==> config.mk <==
export PLATFORM = sky130hd
export DESIGN_NAME = alu_mc
export DESIGN_NICKNAME = d
export VERILOG_FILES = /design/src/rtl/alu_mc_pkg.sv /design/src/rtl/alu_mul_iter.sv /design/src/rtl/alu_mc.sv
export SDC_FILE = /design/constraint.sdc
export NUM_CORES = 1
export LEC_CHECK = 0
export CORE_MARGIN = 2
export CORE_UTILIZATION = 35
export CTS_CLUSTER_DIAMETER = 100
export CTS_CLUSTER_SIZE = 12
export DETAILED_ROUTE_END_ITERATION = 8
export HOLD_SLACK_MARGIN = 0.02
export PLACE_DENSITY = 0.48
export RECOVER_POWER = 100
export SLEW_MARGIN = 20
export SYNTH_ARGS = -nofsm -noshare
export SYNTH_HDL_FRONTEND = slang
export SYNTH_SLANG_ARGS = --single-unit
==> constraint.sdc <==
create_clock -name clk -period 7.6 [get_ports clk]
set_input_delay 1.14 -clock clk [delete_from_list [all_inputs] [get_ports clk]]
set_output_delay 1.14 -clock clk [all_outputs]
set_load 0.01 [all_outputs]
==> src/rtl/alu_mc_pkg.sv <==
// Shared types for the multi-cycle ALU: opcodes, controller states and the flag bundle.
package alu_mc_pkg;

  typedef enum logic [3:0] {
    OP_AND  = 4'b0000,
    OP_OR   = 4'b0001,
    OP_ADD  = 4'b0010,
    OP_SUB  = 4'b0011,
    OP_SLL  = 4'b0100,
    OP_SRL  = 4'b0101,
    OP_SRA  = 4'b0110,
    OP_SLT  = 4'b0111,
    OP_MUL  = 4'b1000,
    OP_XOR  = 4'b1001,
    OP_SLTU = 4'b1010,
    OP_MULH = 4'b1011
  } op_t;

  typedef enum logic {
    IDLE,
    MUL
  } state_t;

  typedef struct packed {
    logic carry;
    logic zero;
    logic neg;
    logic ovf;
  } flags_t;

endpackage

==> src/rtl/alu_mul_iter.sv <==
// Iterative shift-add unsigned multiplier: one partial-product add per cycle while run is high.
module alu_mul_iter #(
  parameter int WIDTH = 8
) (
  input  logic               clk,
  input  logic               rst,
  input  logic               start,
  input  logic               run,
  input  logic [WIDTH-1:0]   a,
  input  logic [WIDTH-1:0]   b,
  output logic               done,
  output logic [2*WIDTH-1:0] product
);

  localparam int CNT_W = $clog2(WIDTH);

  logic [2*WIDTH-1:0] mcand_q;
  logic [2*WIDTH-1:0] acc_q;
  logic [2*WIDTH-1:0] acc_next;
  logic [WIDTH-1:0]   mplier_q;
  logic [CNT_W-1:0]   cnt_q;

  assign acc_next = acc_q + (mplier_q[0] ? mcand_q : '0);
  // product is taken from the adder so the final iteration's sum is usable on the done cycle
  assign product  = acc_next;
  assign done     = run && (cnt_q == '0);

  always_ff @(posedge clk) begin
    if (rst) begin
      mcand_q  <= '0;
      acc_q    <= '0;
      mplier_q <= '0;
      cnt_q    <= '0;
    end else if (start) begin
      mcand_q  <= {{WIDTH{1'b0}}, a};
      acc_q    <= '0;
      mplier_q <= b;
      cnt_q    <= CNT_W'(WIDTH - 1);
    end else if (run) begin
      acc_q    <= acc_next;
      mcand_q  <= mcand_q << 1;
      mplier_q <= mplier_q >> 1;
      cnt_q    <= cnt_q - 1'b1;
    end
  end

endmodule

==> src/rtl/alu_mc.sv <==
// Multi-cycle ALU: registered result/flags behind valid/ready, single-cycle ops plus iterative MUL/MULH.
module alu_mc
  import alu_mc_pkg::*;
#(
  parameter int WIDTH   = 8,
  parameter int SHIFT_W = $clog2(WIDTH)
) (
  input  logic             clk,
  input  logic             rst,
  input  logic             in_valid,
  output logic             in_ready,
  input  logic [3:0]       op,
  input  logic [WIDTH-1:0] a,
  input  logic [WIDTH-1:0] b,
  output logic             out_valid,
  input  logic             out_ready,
  output logic [WIDTH-1:0] result,
  output logic             carry,
  output logic             zero,
  output logic             neg,
  output logic             ovf,
  output logic             busy
);

  state_t             state_q, state_d;
  logic               out_valid_q;
  logic [WIDTH-1:0]   result_q;
  flags_t             flags_q;
  logic               mulh_q;

  logic               accept, is_mul, mul_start, mul_done;
  logic [2*WIDTH-1:0] product;
  logic [WIDTH-1:0]   alu_res, mul_res;
  flags_t             alu_flg, mul_flg;
  logic [WIDTH:0]     sum_w, diff_w;
  logic [SHIFT_W-1:0] shamt;
  logic               shamt_big;

  assign in_ready  = (state_q == IDLE) && (!out_valid_q || out_ready);
  assign busy      = (state_q == MUL);
  assign accept    = in_valid && in_ready;
  assign is_mul    = (op == OP_MUL) || (op == OP_MULH);
  assign mul_start = accept && is_mul;

  assign out_valid = out_valid_q;
  assign result    = result_q;
  assign carry     = flags_q.carry;
  assign zero      = flags_q.zero;
  assign neg       = flags_q.neg;
  assign ovf       = flags_q.ovf;

  alu_mul_iter #(.WIDTH(WIDTH)) u_mul (
    .clk     (clk),
    .rst     (rst),
    .start   (mul_start),
    .run     (busy),
    .a       (a),
    .b       (b),
    .done    (mul_done),
    .product (product)
  );

  assign shamt = b[SHIFT_W-1:0];

  always_comb begin
    alu_res   = '0;
    alu_flg   = '0;
    sum_w     = {1'b0, a} + {1'b0, b};
    diff_w    = {1'b0, a} - {1'b0, b};
    shamt_big = (int'(shamt) >= WIDTH);
    case (op)
      OP_AND:  alu_res = a & b;
      OP_OR:   alu_res = a | b;
      OP_XOR:  alu_res = a ^ b;
      OP_ADD: begin
        alu_res       = sum_w[WIDTH-1:0];
        alu_flg.carry = sum_w[WIDTH];
        alu_flg.ovf   = (a[WIDTH-1] == b[WIDTH-1]) && (sum_w[WIDTH-1] != a[WIDTH-1]);
      end
      OP_SUB: begin
        // the extra MSB of the widened difference is exactly the unsigned borrow
        alu_res       = diff_w[WIDTH-1:0];
        alu_flg.carry = diff_w[WIDTH];
        alu_flg.ovf   = (a[WIDTH-1] != b[WIDTH-1]) && (diff_w[WIDTH-1] != a[WIDTH-1]);
      end
      OP_SLL:  alu_res = shamt_big ? '0 : (a << shamt);
      OP_SRL:  alu_res = shamt_big ? '0 : (a >> shamt);
      OP_SRA:  alu_res = shamt_big ? {WIDTH{a[WIDTH-1]}} : WIDTH'($signed(a) >>> shamt);
      OP_SLT:  alu_res = WIDTH'($signed(a) < $signed(b));
      OP_SLTU: alu_res = WIDTH'(a < b);
      default: alu_res = '0;
    endcase
    alu_flg.zero = (alu_res == '0);
    alu_flg.neg  = alu_res[WIDTH-1];
  end

  always_comb begin
    mul_res       = mulh_q ? product[2*WIDTH-1:WIDTH] : product[WIDTH-1:0];
    mul_flg       = '0;
    mul_flg.carry = |product[2*WIDTH-1:WIDTH];
    mul_flg.zero  = (mul_res == '0);
    mul_flg.neg   = mul_res[WIDTH-1];
  end

  always_ff @(posedge clk) begin
    if (rst) state_q <= IDLE;
    else     state_q <= state_d;
  end

  always_comb begin
    state_d = state_q;
    case (state_q)
      IDLE:    if (mul_start) state_d = MUL;
      MUL:     if (mul_done)  state_d = IDLE;
      default: state_d = IDLE;
    endcase
  end

  always_ff @(posedge clk) begin
    if (rst) begin
      out_valid_q <= 1'b0;
      result_q    <= '0;
      flags_q     <= '0;
      mulh_q      <= 1'b0;
    end else if (accept) begin
      if (is_mul) begin
        out_valid_q <= 1'b0;
        mulh_q      <= (op == OP_MULH);
      end else begin
        out_valid_q <= 1'b1;
        result_q    <= alu_res;
        flags_q     <= alu_flg;
      end
    end else if (mul_done) begin
      out_valid_q <= 1'b1;
      result_q    <= mul_res;
      flags_q     <= mul_flg;
    end else if (out_valid_q && out_ready) begin
      out_valid_q <= 1'b0;
    end
  end

endmodule

==> After elaboration in Yosys (flattened, before gate mapping) <==
Index checks and enable logic that the tools add are counted.
{ "word_totals": {"reg_bits": 58, "input_bits": 24, "out_inout_bits": 15} }
{ "op_classes": {"add_sub_neg": 4, "magnitude_cmp": 2, "eq_ne": 16, "n_shift": 3, "muxes": 24, "bitwise": 4, "reduce_logical": 21} }
{ "ops": {"columns": ["cell", "count"], "rows": [
  ["8-bit one-hot mux with 10 select lines", 1],
  ["8-bit 2-to-1 mux", 8],
  ["16-bit adder", 1],
  ["4-bit by 3-bit == test with 1-bit output, second input constant", 4],
  ["4-bit == test, second input constant", 4],
  ["8-bit zero test", 2],
  ["8-bit < comparator", 2],
  ["16-bit 2-to-1 mux", 1],
  ["4-bit 2-to-1 mux", 3],
  ["8-bit by 8-bit adder with 9-bit output", 1],
  ["8-bit by 8-bit subtractor with 9-bit output", 1],
  ["8-bit AND", 1],
  ["4-bit by 2-bit == test with 1-bit output, second input constant", 2],
  ["8-bit bitwise OR", 1],
  ["8-bit OR reduction", 1],
  ["8-bit by 3-bit << shifter with 8-bit output", 1],
  ["8-bit by 3-bit >> shifter with 8-bit output", 1],
  ["8-bit by 3-bit >>> shifter with 8-bit output", 1],
  ["8-bit XOR", 1],
  ["1-bit logical AND", 7],
  ["1-bit 2-to-1 mux", 6],
  ["3-bit 2-to-1 mux", 2],
  ["1-bit one-hot mux with 2 select lines", 3],
  ["4-bit by 1-bit == test with 1-bit output, second input constant", 1],
  ["13 further kinds", 18]
]} }

==> Depth between registers and ports, before layout <==
Gate-level depths: netlist (run 1).
{ "logic_depth": {"ltp_word": 7, "ltp_mapped": 12, "ltp_nobuf": 12} }

==> Hierarchy <==
A second synthesis (run 1) with hierarchy kept.
{ "unflattened": {"hier_cells": 676, "area_unflattened_um2": 5408.9} }
{ "modules_own_cells": {"columns": ["module", "n_inst", "cells_per_inst", "area_each_um2", "seq_area_each_um2"], "rows": [
  ["alu_mc", 1, 352, 2785.2, 280.3],
  ["alu_mul_iter", 1, 324, 2623.8, 860.8]
]} }

==> Worst setup path after synthesis (run 1) <==
Ideal clock, no wire load.
{ "synth_timing": {"kind": "input to register", "from": "in b[1]", "to": "reg flags_q, in the netlist zero", "setup_ps": 91, "arrival_time_ps": 4012, "required_ps": 7509, "path_slack_ps": 3497, "stages": 11, "path_cell_list": "buf_2 inv_1 ha_1 o21ba_2 or4_4 nand3b_2 xnor2_1 a211o_1 or4_1 or4_1 a311oi_1"} }
{ "synth_via": {"elab_chain_cells": 5, "word_cells_on_any_way": 14, "classes_between": "add/sub (2); order compare (2); shift (3); mux (3); bitwise (3); reduce/logical (1)"} }
{ "synth_lines": {"columns": ["element", "line_no", "rtl"], "rows": [
  ["from (decl)", "alu_mc.sv:14", "input logic [WIDTH-1:0] b,"],
  ["8-bit by 8-bit subtractor with 9-bit output (tied with other cells)", "alu_mc.sv:69", "diff_w = {1'b0, a} - {1'b0, b};"],
  ["8-bit one-hot mux with 10 select lines (*)", "alu_mc.sv:71", "case (op)"],
  ["8-bit zero test (*)", "alu_mc.sv:93", "alu_flg.zero = (alu_res == '0);"],
  ["4-bit 2-to-1 mux (*)", "alu_mc.sv:126", "if (is_mul) begin"],
  ["4-bit 2-to-1 mux (*)", "alu_mc.sv:125", "end else if (accept) begin"],
  ["to (signal assigned)", "alu_mc.sv:132", "flags_q <= alu_flg;"],
  ["to (signal assigned)", "alu_mc.sv:137", "flags_q <= mul_flg;"],
  ["to (decl)", "alu_mc.sv:28", "flags_t flags_q;"]
]} }
Mark *: on every way between the ends. The rest lies on a longest branch, timed or not. The select of a mux whose other input is x is not followed.
A chain may end at the register's enable or synchronous reset.

==> Worst setup path in the final report (run 1) <==
{ "layout_timing": {"from": "in out_ready", "to": "reg u_mul.acc_q[15]"} }
{ "layout_via": {"elab_chain_cells": 5} }
{ "layout_lines": {"columns": ["element", "line_no", "rtl"], "rows": [
  ["from (decl)", "alu_mc.sv:16", "input logic out_ready,"],
  ["1-bit logical OR", "alu_mc.sv:39", "assign in_ready = (state_q == IDLE) && (!out_valid_q || out_ready);"],
  ["1-bit logical AND", "alu_mc.sv:39", null],
  ["1-bit logical AND", "alu_mc.sv:41", "assign accept = in_valid && in_ready;"],
  ["1-bit logical AND", "alu_mc.sv:43", "assign mul_start = accept && is_mul;"],
  ["2-bit OR reduction (no source line)", null, null],
  ["to (signal assigned)", "alu_mul_iter.sv:40", "acc_q <= acc_next;"],
  ["to (decl)", "alu_mul_iter.sv:18", "logic [2*WIDTH-1:0] acc_q;"]
]} }
Every way passes these cells.

==> run summary, run 1 <==
Die Width: 123 um
Initial Util: 0.358
core area: 13900 um^2
power share of the clock group: 0.469
Final Hold Fails: 0
1st-pass router iterations: 5
VDD IR-drop max: 0.0901 mV
postcts setup bufs: 0
number of synthesized flops with an enable pin: 0
Sw Ratio: 0.271
ys flop type: dfxtp_1
total wire length: 15600 um
hold wc startpoint: result[4]$_SDFFE_PP0P_
fin nets: 706
Reg power frac: 0.334
Comb power frac: 0.198
Post-Synthesis Cells: 617
Critical Path RT: 7.68 ns
Rows: 43
hold slack: 0.448 ns
mapped cell area: 4960 um^2
Setup crit end kind: flop
FF-to-FF path depth: 7
Sw Pwr: 256 uW
CTS tree: yes
initial antenna violation count: 0
Antenna Cells: 0
Worst-path clk slew: 0.05 ns
commonest non-fill, non-tap cell in the layout: nor2_1
Post-Layout Inst Area: 5760 um^2
pins over their slew limit: 52
root buffer cell: clkbuf_16
clock buffer depth: 2
pwr dens: 164 nW/um^2
Hold Crit Depth: 2
CTS H-tree lvls: 3
Syn-to-layout area delta: 16.0%
drt drc: 0
final total power: 942 uW
RSZ-0062 raised after global routing: no
fraction of layout cells with a size suffix above 1: 0.0701
worst slew margin relative to its limit: -0.948
kind of critical path: input port to flop
failing checks: max-capacitance violations, max-slew violations
CP Max Fanout: 29
vias in the first global route: 4333
outcome: finished, violations left
worst clock skew: 0.00603 ns
TritonCTS Buffers: 9
Tcrit/Tclk final: 0.717
CP max stage delay: 1.12 ns
final setup violating endpoints: 0
routed len/inst: 19.0 um
Final Core Density: 0.415
die height: 123 um
largest net degree at the start of global routing: 52
CTS Hold Bufs: 0
global-route wire length before repair: 24900 um
worst flop-to-flop path endpoint: u_mul.acc_q[15]$_SDFFE_PP0P_
crit-path cells: dlygate4sd3_1 -> nor2b_1 -> nor3b_1 -> nand2_1 -> nor2_2 -> clkbuf_1 -> or2_0 -> a211oi_1
worst hold path endpoint: result[4]$_SDFFE_PP0P_
Syn Nets: 686
maxcap violations: 1
Post-Syn Area per Cell: 8.05 um^2
DPL Wire Length: 12000 um
leakage: 0.00232 uW
worst r2r src: out_valid$_SDFFE_PP0P_
post-DR vias/cell: 5.72
Tightest Hold Check Type: flop to flop
IO Port Bufs: 38
CP Data Arrival Time: 5.53 ns
Reg2Reg Setup Slack: 3.11 ns
Tmin final: 5.45 ns
clock sink count: 57
ys async rst share: 0
Int Pwr: 686 uW
die area: 15200 um^2
Initial DRC Count: 378
post-synthesis sequential area ratio: 0.230
Crit-path slowest cell: or2_0
via count: 4699
Placed Instance Area: 5450 um^2
Worst Tran Pin Value: 2.92 ns
setup TNS: 0 ns
post-route ant nets: 0
FF+latch count, synth: 57
startpoint types: input port
RePlAce Congestion: 0.888
FMAX: 183 MHz
Post-CTS Resized: 0
Ports: 39
most frequent cells in the layout: nor2_1 (61), dfxtp_1 (56), a21oi_1 (54)
gr usage total: 0.216
total grt overflow: 0
synth warn: 0
worst skew pair latency: 0.33 ns
Yosys cell types: 72
[routing by layer]
layer  GRT usage  wire length [um]  vias to the layer above
met4      0.0447               149                        0
met5           0                 0                        -
li1            -                 -                     2302
met1       0.321              7770                     2243
met3      0.0535              1040                       11
met2       0.315              6620                      143
[cells by family after synthesis]
family | Yosys count | share of synthesized area
AOI/OAI and AO/OA | 181 | 0.246
xor gates and xnor gates | 20 | 0.0353
adders and majority gates | 45 | 0.118
buffers and inverters | 67 | 0.0605
DFF | 57 | 0.230
muxes | 38 | 0.0980
and+or+nand+nor | 209 | 0.212
[cell type report]
cell class                      instances  area [um^2]
Fill cell                            1445         8120
Multi-Input combinational cell        493         3530
Clock buffer                           11          253
Timing Repair Buffer                   44          414
Tap cell                              180          225
Inverter                               32          120
Clock inverter                          5         77.6
Sequential cell                        57         1140
[stage by stage]
step                worst slack (ns)  cells
floorplan                       3.50    617
global placement                2.27    806
detailed placement              2.21    806
CTS                             2.55    822
global route                    1.71    822
finish                          2.15    822
[how the worst max path moves through the flow]
stage	startpoint	end	slack, ns	cells after the start
6_report	out_ready	u_mul.acc_q[15]$_SDFFE_PP0P_	2.15	8
5_1_grt	out_ready	u_mul.acc_q[15]$_SDFFE_PP0P_	1.71	8
4_1_cts	b[1]	zero$_SDFFE_PP0P_	2.55	11
3_5_place_dp	b[1]	zero$_SDFFE_PP0P_	2.21	11
3_3_place_gp	b[1]	zero$_SDFFE_PP0P_	2.27	11
2_1_floorplan	b[1]	zero$_SDFFE_PP0P_	3.50	11
[worst max-delay path: cells and delay by family]
| family | cells | cell delay [ns] |
|---|---|---|
| and+or+nand+nor | 5 | 2.74 |
| buffers and inverters | 2 | 1.53 |
| AOI/OAI and AO/OA | 1 | 0.09 |
[synthesized netlist by cell type (4+ instances only)]
library cell / n / area (um^2)
a31oi_1: 6 / 37.5
nand2_1: 45 / 169
nand2b_1: 6 / 37.5
xnor2_1: 12 / 105
inv_1: 31 / 116
buf_2: 8 / 40.0
a21o_1: 11 / 82.6
and3_1: 6 / 37.5
dfxtp_1: 57 / 1140
nand3_1: 14 / 70.1
o21bai_1: 6 / 45.0
xor2_1: 8 / 70.1
o221ai_1: 4 / 35.0
a211oi_1: 12 / 90.1
or2_2: 4 / 25.0
a22oi_1: 18 / 135
ha_1: 42 / 526
o211ai_1: 11 / 82.6
mux4_2: 8 / 180
and2_1: 22 / 138
a211o_1: 8 / 70.1
o21ai_0: 19 / 95.1
nor3_1: 14 / 70.1
nor2b_1: 10 / 62.6
nor2_1: 62 / 233
clkbuf_1: 18 / 67.6
mux2i_1: 25 / 250
a21oi_1: 54 / 270
nor4_1: 6 / 37.5
[power groups by stage]
stage	Combinational [uW]	Clock, uW	Sequential [uW]
floorplan	120	0	321
global placement	188	0	320
detailed placement	187	0	321
CTS	188	452	315
global route	206	466	315
finish	187	441	314
[registers in the layout, summed over array words and instances (netlist names)]
name            flops
ovf                 1
u_mul.acc_q        16
carry               1
result              8
u_mul.mplier_q      8
out_valid           1
u_mul.mcand_q      16
u_mul.cnt_q         3
zero                1
busy                1
mulh_q              1
Power figures use the tool's default switching activity.
==> run 2, diff against run 1 <==
- clock period: 7.6 -> 5.1 ns (I/O delays scaled with it)
==> run summary, run 2 (synthesized netlist as in run 1, its figures left out) <==
outcome: complete, no violations
fin cells: 831 (+1.1%)
FF-to-FF path depth: 11 (+4)
RePlAce Congestion: 0.944 (+6.3%)
largest net degree at the start of global routing: 52 (unchanged)
vias in the first global route: 4469 (+3.1%)
Crit-path slowest cell: nor3b_1
1st-pass router iterations: 5 (unchanged)
gr usage total: 0.215 (-0.00101)
worst skew pair latency: 0.34 ns (about the same)
worst clock skew: 0.0119 ns (+0.00588 ns)
Hold Crit Depth: 2 (unchanged)
post-DR vias/cell: 5.67 (-0.79%)
Tcrit/Tclk final: 0.839
post-route ant nets: 0 (unchanged)
Final Hold Fails: 0 (unchanged)
commonest non-fill, non-tap cell in the layout: nor2_1
global-route wire length before repair: 24700 um (-0.72%)
Initial DRC Count: 322 (-15%)
RSZ-0062 raised after global routing: no
Setup crit end kind: flop
leakage: 0.00237 uW (+2.5%)
core area: 13900 um^2 (unchanged)
routed len/inst: 18.6 um (-2.0%)
TritonCTS Buffers: 9 (unchanged)
most frequent cells in the layout: nor2_1 (62), dfxtp_1 (56), a21oi_1 (54)
Tmin final: 4.28 ns
hold slack: 0.445 ns (-0.00216 ns)
FMAX: 234 MHz
Ports: 39 (unchanged)
hold wc startpoint: result[4]$_SDFFE_PP0P_
area of the multi-input gates: 3530 um^2 (+0.11%)
CTS H-tree lvls: 3 (unchanged)
placed insts: 815 (+1.1%)
CP max stage delay: 0.96 ns (-0.16 ns)
setup TNS: 0 ns (unchanged)
initial antenna violation count: 0 (unchanged)
total wire length: 15400 um (-0.94%)
Initial Util: 0.358 (unchanged)
Fillers: 1435 (-0.69%)
Worst-path clk slew: 0.05 ns (about the same)
Reg2Reg Setup Slack: 1.29 ns (-1.82 ns)
fin nets: 715 (+1.3%)
Placed Instance Area: 5510 um^2 (+1.2%)
via count: 4713 (+0.30%)
VDD IR-drop max: 0.160 mV (+78%)
clock buffer depth: 2 (unchanged)
crit-path cells: dlygate4sd3_1 -> nor2b_1 -> nor3b_1 -> nand2_1 -> nor2_1 -> buf_4 -> or2_1 -> a211oi_1
die height: 123 um (unchanged)
worst hold path endpoint: result[4]$_SDFFE_PP0P_
Worst Tran Pin Value: 1.46 ns (-1.46 ns)
startpoint types: input port
maxcap violations: 0 (-1)
Rows: 43 (unchanged)
IO Port Bufs: 38 (unchanged)
Post-CTS Resized: 0 (unchanged)
Critical Path RT: 5.25 ns (-2.43 ns)
postcts setup bufs: 0 (unchanged)
worst slew margin relative to its limit: 0.0275 (+0.976)
worst r2r src: u_mul.mplier_q[0]$_SDFFE_PP0P_
drt drc: 0 (unchanged)
pwr dens: 251 nW/um^2 (+53%)
Tightest Hold Check Type: flop to flop
kind of critical path: input port to flop
CTS tree: yes
worst flop-to-flop path endpoint: zero$_SDFFE_PP0P_
CTS Hold Bufs: 0 (unchanged)
fraction of layout cells with a size suffix above 1: 0.0845 (+0.0144)
Storage cell area: 1140 um^2 (unchanged)
Final Core Density: 0.421 (+0.00658)
pins over their slew limit: 0 (-100%)
final setup violating endpoints: 0 (unchanged)
biggest regs: u_mul.acc_q: 16 flops, u_mul.mcand_q: 16 flops
Post-Layout Inst Area: 5850 um^2 (+1.6%)
DPL Wire Length: 11800 um (-1.5%)
CP Max Fanout: 24 (-17%)
CP Data Arrival Time: 4.43 ns (-1.10 ns)
Antenna Cells: 0 (unchanged)
Die Width: 123 um (unchanged)
die area: 15200 um^2 (unchanged)
root buffer cell: clkbuf_16
Syn-to-layout area delta: 17.8%
clock sink count: 57 (unchanged)
total grt overflow: 0 (unchanged)
[run 2: critical path, delay by kind of cell]
kind / cells / cell delay, ns
simple gates: 5 / 2.63
buf+inv: 2 / 0.91
compound gates: 1 / 0.10
[run 2: through the flow]
step	power, uW	worst slack (ns)
floorplan	657	1.37
global placement	761	0.777
detailed placement	761	0.712
CTS	1480	1.07
global route	1530	0.511
finish	1470	0.823
[run 2: final cells by class]
class / count / share of cell area
clock buffer: 11 / 0.0415
clock inverter: 5 / 0.0175
inverter: 32 / 0.0205
multi-input combinational: 493 / 0.604
sequential: 57 / 0.195
tap: 180 / 0.0385
timing repair buffer: 53 / 0.0832
[run 2: worst max-delay path by stage]
stage / cells past startpoint / slack (ns) / from / endpoint
4_1_cts: 13 / 1.07 / a[0] / zero$_SDFFE_PP0P_
3_3_place_gp: 13 / 0.78 / a[0] / zero$_SDFFE_PP0P_
5_1_grt: 8 / 0.51 / out_ready / u_mul.mcand_q[15]$_SDFFE_PP0P_
3_5_place_dp: 13 / 0.71 / a[0] / zero$_SDFFE_PP0P_
2_1_floorplan: 11 / 1.37 / b[1] / zero$_SDFFE_PP0P_
6_report: 8 / 0.82 / out_ready / u_mul.acc_q[15]$_SDFFE_PP0P_
[run 2: where the power goes]
| part | internal [uW] | switching, uW |
|---|---|---|
| Sequential | 459 | 9.07 |
| Clock | 490 | 229 |
| Combinational | 117 | 165 |
[run 2: metal layers]
metal / share of wire / track usage / wire, um
met5: 0 / 0 / 0
met4: 0.011 / 0.0568 / 164
met3: 0.051 / 0.0392 / 794
met2: 0.43 / 0.319 / 6670
met1: 0.51 / 0.319 / 7810
==> run 3, diff against run 2 <==
- PLACE_DENSITY: 0.48 -> 0.5
- clock period: 5.1 -> 3.9 ns (I/O delays scaled with it)
==> run summary, run 3 (synthesized netlist as in run 1, its figures left out) <==
total wire length: 16000 um (+3.6%)
initial antenna violation count: 0 (unchanged)
total grt overflow: 0 (unchanged)
startpoint types: input port
maxcap violations: 0 (unchanged)
Placed Instance Area: 5820 um^2 (+5.6%)
Storage cell area: 1140 um^2 (unchanged)
CP max stage delay: 0.57 ns (-0.39 ns)
DPL Wire Length: 12500 um (+6.4%)
FF-to-FF path depth: 11 (unchanged)
most frequent cells in the layout: nor2_1 (62), dfxtp_1 (56), a21oi_1 (54)
IO Port Bufs: 38 (unchanged)
vias in the first global route: 4716 (+5.5%)
pwr dens: 303 nW/um^2 (+21%)
Post-CTS Resized: 0 (unchanged)
VDD IR-drop max: 0.212 mV (+32%)
kind of critical path: input port to flop
post-route ant nets: 0 (unchanged)
die height: 123 um (unchanged)
FMAX: 268 MHz
Hold Crit Depth: 2 (unchanged)
Tightest Hold Check Type: flop to flop
routed len/inst: 18.4 um (-1.1%)
CTS Hold Bufs: 0 (unchanged)
gr usage total: 0.220 (+0.00487)
Initial DRC Count: 294 (-8.7%)
Setup crit end kind: flop
Die Width: 123 um (unchanged)
largest net degree at the start of global routing: 37 (-29%)
root buffer cell: clkbuf_16
CP Max Fanout: 4 (-83%)
Initial Util: 0.358 (unchanged)
core area: 13900 um^2 (unchanged)
Critical Path Most Common Cell: or4_1
Ports: 39 (unchanged)
Final WS setup: 0.163 ns (-0.661 ns)
CP Data Arrival Time: 3.99 ns (-0.44 ns)
leakage: 0.00255 uW (+7.6%)
fin nets: 756 (+5.7%)
worst slew margin relative to its limit: 0.219 (+0.192)
Rows: 43 (unchanged)
Tmin final: 3.74 ns
area of the multi-input gates: 3540 um^2 (+0.14%)
Worst Tran Pin Value: 1.16 ns (-0.297 ns)
TritonCTS Buffers: 9 (unchanged)
worst slack, placed: -0.112 ns (-0.824 ns)
Fillers: 1396 (-2.7%)
outcome: complete, no violations
RePlAce Congestion: 0.940 (-0.40%)
Antenna Cells: 0 (unchanged)
Final Core Density: 0.441 (+0.0196)
Critical Path RT: 4.15 ns (-1.10 ns)
die area: 15200 um^2 (unchanged)
worst clock skew: 0.00671 ns (-0.00521 ns)
postcts setup bufs: 0 (unchanged)
Crit-path slowest cell: dlygate4sd3_1
Syn-to-layout area delta: 23.3%
commonest non-fill, non-tap cell in the layout: nor2_1
clock sink count: 57 (unchanged)
global-route wire length before repair: 25500 um (+3.1%)
CTS H-tree lvls: 3 (unchanged)
worst skew pair latency: 0.33 ns (about the same)
post-DR vias/cell: 5.55 (-2.2%)
clock buffer depth: 2 (unchanged)
setup TNS: 0 ns (unchanged)
crit-path cells: dlygate4sd3_1 -> inv_1 -> ha_1 -> and3_1 -> o2bb2ai_1 -> or2_2 -> a22o_1 -> a211o_1 -> or4_1 -> or4_1 -> a311oi_1
pins over their slew limit: 0 (unchanged)
Tcrit/Tclk final: 0.958
Post-Layout Inst Area: 6120 um^2 (+4.6%)
final total power: 1860 uW (+26%)
Final Hold Fails: 0 (unchanged)
biggest regs: u_mul.acc_q: 16 flops, u_mul.mcand_q: 16 flops
drt drc: 0 (unchanged)
RSZ-0062 raised after global routing: no
1st-pass router iterations: 5 (unchanged)
fraction of layout cells with a size suffix above 1: 0.136 (+0.0515)
via count: 4832 (+2.5%)
final setup violating endpoints: 0 (unchanged)
CTS tree: yes
Worst-path clk slew: 0.05 ns (about the same)
-- run 3: cell types whose count changed in the layout (fill, tap and decap cells not counted), moves of 2 or more --
| cell | change |
|---|---|
| buf_4 | +37 |
| clkbuf_8 | +3 |
| bufinv_16 | -2 |
| clkbuf_1 | +2 |
-- run 3: metrics by stage --
step | hold slack, ns | instances
floorplan | 0.436 | 617
global placement | 0.441 | 856
global route | 0.469 | 871
finish | 0.448 | 871
detailed placement | 0.450 | 856
CTS | 0.456 | 871
-- run 3: worst max-delay path: cells and delay by family --
family | cells | cell delay, ns
AND/OR/NAND/NOR | 4 | 1.50
AO/OA/AOI/OAI | 4 | 0.86
adder cells (fa/ha/maj) | 1 | 0.35
buffers and inverters | 2 | 0.69
-- run 3: report_power, final --
group          switching, uW  total [uW]  internal (uW)  leakage [uW]
Clock                    271         829            558      0.000158
Sequential              12.6         613            600      0.000462
Combinational            226         414            188       0.00193
-- run 3: final timing paths --
kind | start | endpoint | slack [ns]
max | a[4] | zero$_SDFFE_PP0P_ | 0.16
min | result[6]$_SDFFE_PP0P_ | result[6]$_SDFFE_PP0P_ | 0.45
max reg2reg | u_mul.mplier_q[0]$_SDFFE_PP0P_ | zero$_SDFFE_PP0P_ | 0.49
min reg2reg | result[6]$_SDFFE_PP0P_ | result[6]$_SDFFE_PP0P_ | 0.45
-- run 3: routing by layer --
metal	up-vias	GRT usage	routed length, um
li1	2406	-	-
met1	2287	0.299	7690
met2	121	0.355	7280
met3	18	0.0420	748
met4	0	0.0646	279
met5	-	0	0
-- run 3: final cells by class --
class,count,share of cell area
timing repair buffer,94,0.128
clock buffer,13,0.0458
clock inverter,2,0.00572
inverter,32,0.0196
tap,180,0.0368
sequential,57,0.187
multi-input combinational,493,0.578
==> RTL change 1 (config.mk and constraints of run 2) <==
Put a register stage on the output `ovf`, cleared by the reset. The value now appears one clock later. The other outputs are not delayed to match.
--- a/src/rtl/alu_mc.sv
+++ b/src/rtl/alu_mc.sv
@@ -22,4 +22,6 @@
   output logic             busy
 );
+
+  logic ovf_d;
 
   state_t             state_q, state_d;
@@ -48,5 +50,5 @@
   assign zero      = flags_q.zero;
   assign neg       = flags_q.neg;
-  assign ovf       = flags_q.ovf;
+  assign ovf_d     = flags_q.ovf;
 
   alu_mul_iter #(.WIDTH(WIDTH)) u_mul (
@@ -141,4 +143,12 @@
   end
 
+  always_ff @(posedge clk) begin
+    if (rst) begin
+      ovf <= '0;
+    end else begin
+      ovf <= ovf_d;
+    end
+  end
+
 endmodule
 
Formal check against the unedited RTL: not equivalent (Yosys sat finds a counterexample within 4 cycles, from zero or initial values and one cycle with rst high).
==> RTL change 1 against run 2 <==
  * The flow now finishes with violations (max-capacitance violations, max-slew violations)
  * Area after synthesis increased by 4.9%
  * Power fell by 5.4%
  * Worst setup slack improved by 87 ps
  * Sequential cell count up 1
  * Design area grew 1.5%
  * Register-to-register slack gained 80 ps
  * Utilization decreased by 1.3 points
  * Routed wire length increased by 1.7%
  * Maximum frequency grew 2.1%
==> RTL change 1: results (changes against run 2) <==
Initial DRC count: 323 (+0.31%)
Synth Area in XOR/XNOR: 3.67% (+0.15 points)
DP Wirelength: 11,900 um (+1.3%)
Max-Slew Margin vs Limit: -3.61% (-6.4 points)
CP max-delay cell: nor4b_1
Max Cap Viol: 1 (+1)
Worst Path Max Fanout: 22 (-8.3%)
Most area-consuming cells after synthesis: dfxtp_1 (22%), ha_1 (10%), mux2i_1 (7.5%)
RR Startpoint: busy$_SDFF_PP0_
Status: complete, but fails checks
Post-synth top area share: 22.3% (-0.70 points)
Number of vias in the routed layout: 4,710 (-0.064%)
FILL cells: 1,546 (+7.7%)
Vias per cell: 5.69 (+0.30%)
HP Start: result[5]$_SDFFE_PP0P_
Largest net degree at the start of global routing: 51 (-1.9%)
Adder-cell share of the synthesized area: 11.2% (-0.56 points)
Placed cell area: 5660 sq um (+2.6%)
R2R depth: 8 (-3)
Failing checks: max-capacitance violations, max-slew violations
Max-slew violations: 8 (+8)
R2r setup slk: 1370 ps (+80 ps)
Peak VDD IR: 0.000141 V (-12%)
Mux share of post-synthesis cell area: 12.5% (+2.7 points)
Clock skew: 7.61 ps (-4.30 ps)
Mapped Avg Cell Area: 8.34 sq um (+3.6%)
Min Hold Slack: 447 ps (+1.28 ps)
Overall routing resource usage: 20.3% (-1.2 points)
Pre-antenna DRT Iters: 4 (-1)
Leakage: 2.33 nW (-1.9%)
[RTL change 1: changes by cell type in the layout (fill, tap and decap cells not counted), sizes merged, moves of 8 or more]
cell,run 2,this run
a22oi,18,8
buf,13,5
nor2,62,53
a21oi,55,46
a211oi,12,20
mux2i,25,39
[RTL change 1: cell families after synthesis]
group | count (synthesis)
buf+inv | 77
mux | 52
simple gates | 198
flops | 58
xor+xnor | 21
compound gates | 174
fa+ha+maj | 45
[RTL change 1: worst max-delay path by stage]
stage,from,cells after the start,endpoint,slack [ps]
detailed placement,b[2],11,zero$_SDFFE_PP0P_,940
floorplan,b[1],12,zero$_SDFFE_PP0P_,2020
global placement,b[2],11,result[7]$_SDFFE_PP0P_,1030
CTS,b[2],11,zero$_SDFFE_PP0P_,1310
finish,op[1],9,zero$_SDFFE_PP0P_,910
global route,op[1],9,zero$_SDFFE_PP0P_,620
[RTL change 1: report_power, final]
group	leakage (nW)	switching [mW]	internal (mW)
Sequential	0.470	0.0110	0.467
Combinational	1.71	0.171	0.116
Clock	0.149	0.231	0.392
Total	2.33	0.413	0.975
[RTL change 1: per-layer routing]
layer	GRT usage, %	routed length, um	vias to the layer above
met4	6.79	402	0
met5	0	0	-
li1	-	-	2323
met2	29.9	6640	97
met1	29.8	8030	2264
met3	3.87	625	26
[RTL change 1: layout make-up]
type                    instances  area, sq um  area share (%)
clock inverters                 6         65.1            1.10
flip-flops and latches         58         1160            19.6
inverters                      35          131            2.21
clock buffers                  10          239            4.02
well taps                     184          230            3.88
multi-input cells             490         3690            62.0
repair buffers                 45          427            7.18
[RTL change 1: worst max-delay path: cells and delay by family]
| kind | cells | cell delay [ps] |
|---|---|---|
| and+or+nand+nor | 3 | 1500 |
| buffers and inverters | 1 | 1110 |
| AOI/OAI and AO/OA | 5 | 1020 |
==> RTL change 2 (settings of run 2) <==
Made on the original files. `WIDTH` is set to 8 in 2 places; all go to 4.
--- a/src/rtl/alu_mul_iter.sv
+++ b/src/rtl/alu_mul_iter.sv
@@ -1,5 +1,5 @@
 // Iterative shift-add unsigned multiplier: one partial-product add per cycle while run is high.
 module alu_mul_iter #(
-  parameter int WIDTH = 8
+  parameter int WIDTH = 4
 ) (
   input  logic               clk,
--- a/src/rtl/alu_mc.sv
+++ b/src/rtl/alu_mc.sv
@@ -3,5 +3,5 @@
   import alu_mc_pkg::*;
 #(
-  parameter int WIDTH   = 8,
+  parameter int WIDTH   = 4,
   parameter int SHIFT_W = $clog2(WIDTH)
 ) (
Interface: changed (resized a, b and result); port bits go from 39 to 27. The function was not compared with the original's and may differ.
==> RTL change 2 against run 2 <==
  * The run now ends with max-capacitance violations, max-slew violations left
  * Area after synthesis is 47% lower
  * Count of clock-buffer cells in the layout is 3 lower
  * Routed wire length fell by 54%
  * Register-to-register slack better by 320 ps
  * Design area decreased by 48%
  * Sequential cell count is 25 lower
  * Worst setup slack better by 730 ps
  * Power fell by 58%
  * Largest cell class unchanged
==> RTL change 2: results (changes against run 2) <==
Buffers added on ports: 26 (-32%)
Final Worst Setup Slack: 1550 ps (+727 ps)
Initial DRC count: 98 (-70%)
Vias per cell: 5.47 (-3.5%)
Overall routing resource usage: 17.8% (-3.7 points)
CP max-delay cell: dlygate4sd3_1
Sw Share: 30.5% (+3.1 points)
Critical Path Max Stage Delay: 730 ps (-230 ps)
Unique masters post-synth: 62 (-14%)
Status: complete, but fails checks
Clock skew: 6.48 ps (-5.43 ps)
Yosys Warn Count: 0 (unchanged)
Worst Path Arrival: 3750 ps (-680 ps)
Leakage: 1.18 nW (-50%)
Share of cells above drive strength 1: 5.34% (-3.1 points)
Max Cap Viol: 1 (+1)
Worst-path clk slew: 70 ps (+20 ps)
FILL cells: 786 (-45%)
Placed cell area: 2980 sq um (-46%)
Core ar.: 7290 sq um (-47%)
CP top delay family: compound AO/OA/AOI/OAI gates
Max-slew violations: 31 (+31)
Worst Path Max Fanout: 12 (-50%)
Dpl cells: 428 (-47%)
Peak VDD IR: 0.000130 V (-19%)
Post-Syn Instances: 318 (-48%)
Clock Latency Late Sink: 280 ps (-60 ps)
Pwr Density: 202 nW/um^2 (-19%)
Pre-CTS WS: 1300 ps (+585 ps)
Logic power comb: 0.145 mW (-49%)
Max-Slew Margin vs Limit: -18.9% (-22 points)
Htree depth: 2 (-1)
P_seq: 0.264 mW (-44%)
DP Wirelength: 5350 um (-55%)
Most area-consuming cells after synthesis: dfxtp_1 (24%), ha_1 (9.9%), mux2i_1 (7.5%)
Min Hold Slack: 450 ps (+4.66 ps)
TritonCTS Buffers: 5 (-4)
First-pass GRT wire length: 12,000 um (-52%)
Failing checks: max-capacitance violations, max-slew violations
Per-cell routed wire length: 16.2 um (-13%)
Largest net degree at the start of global routing: 31 (-40%)
Final #Nets: 376 (-47%)
GP Congestion: 0.887 (-6.0%)
Largest regs: u_mul.acc_q (8), u_mul.mcand_q (8)
Non-filler instance count after layout: 436 (-48%)
Vias in the first global route: 2,358 (-47%)
Clock root cell: clkbuf_8
Pre-antenna DRT Iters: 4 (-1)
Post-Syn Nets: 358 (-48%)
RTL change 2: cell types whose count changed in the layout (fill, tap and decap cells not counted), sizes merged, moves of 11 or more:
cell / run 2 / this run
nor2: 62 / 27
a21oi: 55 / 26
nand2: 45 / 19
dfxtp: 57 / 32
ha: 42 / 21
inv: 31 / 15
o21ai: 19 / 4
and2: 22 / 10
a22oi: 18 / 7
RTL change 2: cell families (layout without fill, tap and decap cells):
| kind of cell | count (synthesis) | after routing | share of synthesized area, % |
|---|---|---|---|
| compound gates | 77 | 77 | 20.7 |
| xor+xnor | 11 | 11 | 3.63 |
| fa+ha+maj | 24 | 24 | 12.2 |
| buf+inv | 35 | 54 | 5.61 |
| flops | 32 | 32 | 24.1 |
| mux | 23 | 23 | 9.67 |
| simple gates | 116 | 116 | 24.1 |
RTL change 2: worst reg2reg max path, stage by stage, from the launching register on:
cell and delay (ps):
dfxtp_1 340, clkbuf_1 1290, a21oi_1 710, a2111o_1 570, or4_1 390, o211ai_1 100
RTL change 2: cell type report:
class	count	area [sq um]	share of cell area (%)
multi-input combinational	251	1860	60.8
sequential	32	641	20.9
timing repair buffer	31	290	9.48
tap	99	124	4.05
clock buffer	8	90.1	2.94
inverter	15	56.3	1.84
RTL change 2: path summary, 6_finish.rpt:
path,to,start,depth (start not counted)
hold / removal,ovf$_SDFFE_PP0P_,ovf$_SDFFE_PP0P_,2
setup / recovery,result[0]$_SDFFE_PP0P_,a[3],8
hold reg to reg,ovf$_SDFFE_PP0P_,ovf$_SDFFE_PP0P_,2
setup reg to reg,zero$_SDFFE_PP0P_,busy$_SDFF_PP0_,5
RTL change 2: per-layer routing:
layer	GRT usage [%]	routed length [um]
met1	26.1	3670
met2	26.9	3020
met3	2.90	342
met4	4.80	45
met5	0	0
